===== config.mk =====
export PLATFORM = sky130hd
export DESIGN_NAME = mul_issue_ctrl
export DESIGN_NICKNAME = d
export VERILOG_FILES = /design/src/rtl/mul_issue_ctrl.sv
export SDC_FILE = /design/constraint.sdc
export NUM_CORES = 1
export LEC_CHECK = 0
export ABC_CLOCK_PERIOD_IN_PS = 3150
export BUFFER_PORTS_ARGS = -buffer_cell sky130_fd_sc_hd__buf_2
export CORE_AREA = 10 10 93 136
export DETAILED_ROUTE_END_ITERATION = 10
export DIE_AREA = 0 0 103 146
export GPL_TIMING_DRIVEN = 0
export PLACE_DENSITY = 0.87
export RECOVER_POWER = 100
export SKIP_CTS_REPAIR_TIMING = 1
export SLEW_MARGIN = 20
export SYNTH_ARGS = -nofsm -noshare
export SYNTH_HDL_FRONTEND = slang
export SYNTH_SLANG_ARGS = --single-unit

===== constraint.sdc =====
create_clock -name mul_clk -period 3.15 [get_ports mul_clk]
set_clock_uncertainty 0.15 [all_clocks]
set_input_delay 0.315 -clock mul_clk [delete_from_list [all_inputs] [get_ports mul_clk]]
set_output_delay 0.315 -clock mul_clk [all_outputs]
set_load 0.02 [all_outputs]

===== src/rtl/mul_issue_ctrl.sv =====
// mul_issue_ctrl: issue/writeback control around the two-stage multiplier.
// S1 tracks the op whose product is on mul_result; the output register
// holds the selected 32-bit half until the MEM/WB side takes it.
module mul_issue_ctrl (
  input  logic        mul_clk,
  input  logic        resetn,
  input  logic        in_valid,
  output logic        in_ready,
  input  logic [1:0]  in_op,
  input  logic [31:0] in_src1,
  input  logic [31:0] in_src2,
  input  logic [4:0]  in_dest,
  input  logic        flush,
  output logic        mul_signed,
  output logic [31:0] mul_x,
  output logic [31:0] mul_y,
  input  logic [63:0] mul_result,
  output logic        out_valid,
  input  logic        out_ready,
  output logic [31:0] out_result,
  output logic [4:0]  out_dest,
  output logic        busy
);

  localparam logic [1:0] OP_MUL_W   = 2'b00;
  localparam logic [1:0] OP_MULH_W  = 2'b01;
  localparam logic [1:0] OP_MULH_WU = 2'b10;

  logic        s1_valid;
  logic [1:0]  s1_op;
  logic [4:0]  s1_dest;
  logic [31:0] hold_x;
  logic [31:0] hold_y;
  logic        hold_signed;

  logic        out_free;
  logic        s1_adv;
  logic        accept;
  logic        in_signed;
  logic [31:0] sel_result;

  assign out_free  = !out_valid | out_ready;
  assign s1_adv    = s1_valid & out_free;
  assign in_ready  = !flush & (!s1_valid | out_free);
  assign accept    = in_valid & in_ready;
  assign in_signed = (in_op == OP_MULH_W);
  assign busy      = s1_valid | out_valid;

  // Operands go straight through on accept; otherwise the hold registers keep
  // the multiplier's free-running pipeline register fed with S1's operands.
  always_comb begin
    mul_x      = hold_x;
    mul_y      = hold_y;
    mul_signed = hold_signed;
    if (accept) begin
      mul_x      = in_src1;
      mul_y      = in_src2;
      mul_signed = in_signed;
    end
  end

  // High half for both mulh flavours; reserved op 11 falls into the low half.
  always_comb begin
    sel_result = mul_result[31:0];
    if ((s1_op == OP_MULH_W) || (s1_op == OP_MULH_WU))
      sel_result = mul_result[63:32];
    else if (s1_op == OP_MUL_W)
      sel_result = mul_result[31:0];
  end

  // S1 stage: reload on accept, empty when its op moves on with nothing behind it.
  always_ff @(posedge mul_clk or negedge resetn) begin
    if (!resetn) begin
      s1_valid <= 1'b0;
      s1_op    <= 2'b00;
      s1_dest  <= 5'd0;
    end else if (flush) begin
      s1_valid <= 1'b0;
    end else if (accept) begin
      s1_valid <= 1'b1;
      s1_op    <= in_op;
      s1_dest  <= in_dest;
    end else if (s1_adv) begin
      s1_valid <= 1'b0;
    end
  end

  // Operand hold registers, captured on every accept.
  always_ff @(posedge mul_clk or negedge resetn) begin
    if (!resetn) begin
      hold_x      <= 32'd0;
      hold_y      <= 32'd0;
      hold_signed <= 1'b0;
    end else if (accept) begin
      hold_x      <= in_src1;
      hold_y      <= in_src2;
      hold_signed <= in_signed;
    end
  end

  // Output register: load from S1 when it advances, drain on out_ready.
  // Flush only drops the valid bit; payload is left as a don't-care.
  always_ff @(posedge mul_clk or negedge resetn) begin
    if (!resetn) begin
      out_valid  <= 1'b0;
      out_result <= 32'd0;
      out_dest   <= 5'd0;
    end else if (flush) begin
      out_valid <= 1'b0;
    end else if (s1_adv) begin
      out_valid  <= 1'b1;
      out_result <= sel_result;
      out_dest   <= s1_dest;
    end else if (out_ready) begin
      out_valid <= 1'b0;
    end
  end

endmodule

==> flow_metrics.py <==
metrics = {
    "synth": {
        "syn_nets": 419,
        "synth_edf_count": 0,
        "synth.cell_area_um2": 4890,
        "yosys-top-cells-area": "dfrtp_1 57%, mux2_4 21%, mux2_2 16%",
        "synthTopCellsByCount": "111 x dfrtp_1, 71 x mux2_2, 70 x mux2_4",
        "async_flop_share_pct": 100,
        "synth_ff_type": "dfrtp_1",
        "synth_top_area_share_pct": 56.8,
        "synth.distinct_cells": 14,
        "synth.most_common_cell": "dfrtp_1",
        "yosys.area.top_type": "dfrtp_1",
        "yosys_warnings": 0,
        "ys_seq_area_share_pct": 56.8,
        "yosys_register_bits": 111,
        "synth_area_per_cell_um2": 17.5,
        "netlist_instances": 279,
    },
    "timing": {
        "finalSetupViolations": 0,
        "min_period_ns": 2.68,
        "tightest_slew_ns": 1.35,
        "slew_viol_final": 0,
        "fmax_mhz": 373,
        "rsz0062_at_grt": "no",
        "hold_viol": 0,
        "fin_crit_sh_pct": 85.1,
        "fin_tns_setup_ns": 0,
        "relSlewSlack_pct": 10.2,
    },
    "global_route": {
        "antenna_found_initial": 0,
        "grt_pass1_wl_um": 19500,
        "grt.overflow.total": 0,
        "grt_pass1_vias": 3827,
        "grt.total_usage_pct": 16.3,
        "grt_max_degree": 58,
    },
    "critical_path": {
        "worst-r2r-cell-count": 5,
        "crit_path_end_kind": "output pin",
        "arrival_ns": 2.21,
        "crit_fanout": 10,
        "worstPathRequired_ns": 2.68,
        "critPathKind": "register to output pin",
        "cp-start-kind": "register",
    },
    "min_path": {
        "hold_path_depth": 2,
        "hold_path_class": "input port to register",
    },
    "drt": {
        "drtIter0Drc": 60,
        "antenna_left": 0,
        "firstDrtPassIters": 4,
        "vias": 3276,
        "drt-total-wl_um": 12500,
        "routedWlPerCell_um": 18.8,
        "remaining_drc_errors": 0,
        "vias_per_cell": 4.96,
    },
    "pwr": {
        "peakVddDrop_mv": 0.378,
        "p_leak_uw": 0.00285,
        "p_per_area_nw_per_um2": 684,
    },
    "clock_network": {
        "cts_sinks": 111,
        "htreeDepth": 3,
        "cts_root_buffer": "clkbuf_16",
        "cts_buffers": 9,
        "cts_tree": "yes",
        "clk_path_buf_depth": 2,
        "insertion_delay_ns": 0.33,
        "clkTransAtPathRegs_ns": 0.07,
    },
    "job": {
        "drv_cap": 0,
    },
    "cells_and_area": {
        "stdcell_count": 661,
        "multi_input_area_um2": 1690,
        "final_nets": 676,
        "regArea_um2": 2780,
        "antennaDiodeCount": 0,
        "syn2layout_area_growth_pct": 26.5,
        "nFillCells": 942,
        "drive_gt1_share_pct": 45.7,
    },
    "die": {
        "ios": 245,
        "die_h_um": 146,
        "coreArea_um2": 10400,
        "initial_core_util_pct": 47.2,
        "die_area_um2": 15000,
        "die_x_um": 103,
        "rows": 46,
    },
    "placed_design": {
        "dpl.hpwl_um": 10300,
        "place_congestion": 0.789,
        "numPortBuffers": 244,
        "placed_cells": 644,
    },
    "run_status": {
        "status": "complete, no violations",
    },
}
## worst max-delay path, cell delays in order (launching register included)
cell and delay (ns):
dfrtp_1 0.39, and3b_1 0.21, or3b_1 0.36, buf_6 0.19, buf_12 0.16, mux2_1 0.36, clkbuf_1 0.20
## layout make-up
type                       count  area share (%)
multi-input combinational    153            27.3
tap                          120            2.43
clock buffer                  10            3.86
sequential                   111            44.9
buffer                        15            2.93
clock inverter                 6           0.688
timing repair buffer         246            17.9
## report_power, final
group,switching [uW],leakage [uW],internal [uW]
sequential,126,0.00131,1730
clock,504,0.000135,561
combinational,790,0.00141,523
## metal layers
metal  share of wire (%)  track usage, %  vias to the layer above
li1                    -               -                     1499
met1                  33            16.1                     1600
met2                  54            29.2                      155
met3                  10            6.42                       22
met4                 2.6            6.35                        0
met5                   0               0                        -
## metrics by stage
| stage | setup WS [ns] | utilization [%] | hold slack, ns | cell area [um2] | power (uW) |
|---|---|---|---|---|---|
| floorplan | 1.00 | - | -0.131 | 4890 | 2850 |
| global placement | 0.464 | 60.4 | 0.325 | 6260 | 3350 |
| detailed placement | 0.895 | 60.7 | 0.162 | 6290 | 3410 |
| CTS | 0.523 | 63.5 | -0.206 | 6580 | 4490 |
| global route | 0.250 | 59.7 | 0.0328 | 6190 | 4450 |
| finish | 0.470 | 59.7 | 0.0445 | 6190 | 4230 |
## final timing paths
| check | from | endpoint | slack [ns] |
|---|---|---|---|
| max | out_valid$_DFFE_PN0P_ | mul_y[30] | 0.47 |
| min | flush | s1_valid$_DFFE_PN0P_ | 0.04 |
| max reg2reg | out_valid$_DFFE_PN0P_ | out_result[9]$_DFFE_PN0P_ | 0.66 |
| min reg2reg | hold_y[28]$_DFF_PN0_ | hold_y[28]$_DFF_PN0_ | 0.34 |
| max in group asynchronous | resetn | out_result[11]$_DFFE_PN0P_ | 0.67 |
| min in group asynchronous | resetn | hold_y[20]$_DFF_PN0_ | 0.67 |
## cells by family (layout without fill, tap and decap cells)
| kind of cell | after synthesis | in the layout | share of synthesized area [%] |
|---|---|---|---|
| multiplexers | 141 | 141 | 37.9 |
| flip-flops | 111 | 111 | 56.8 |
| buffers and inverters | 15 | 277 | 3.81 |
| AND/OR/NAND/NOR | 11 | 11 | 1.33 |
| XOR/XNOR | 1 | 1 | 0.179 |
## sequential cells by signal, summed over array words and instances, names as in the netlist
| name | count |
|---|---|
| s1_dest | 5 |
| s1_valid | 1 |
| s1_op | 2 |
| hold_x | 32 |
| out_result | 32 |
| hold_signed | 1 |
| out_valid | 1 |
| hold_y | 32 |
| out_dest | 5 |
## placed cells by master, fill, tap and decap left out, types with 2 or more instances in the layout
master,count
dfrtp_1,111
buf_12,7
clkbuf_1,109
buf_2,141
mux2_2,71
clkinv_2,2
inv_6,2
nor2_1,5
mux2_4,7
mux2_1,63
clkinvlp_4,2
clkbuf_16,9
Note: power is estimated with default switching activity, not from simulation.
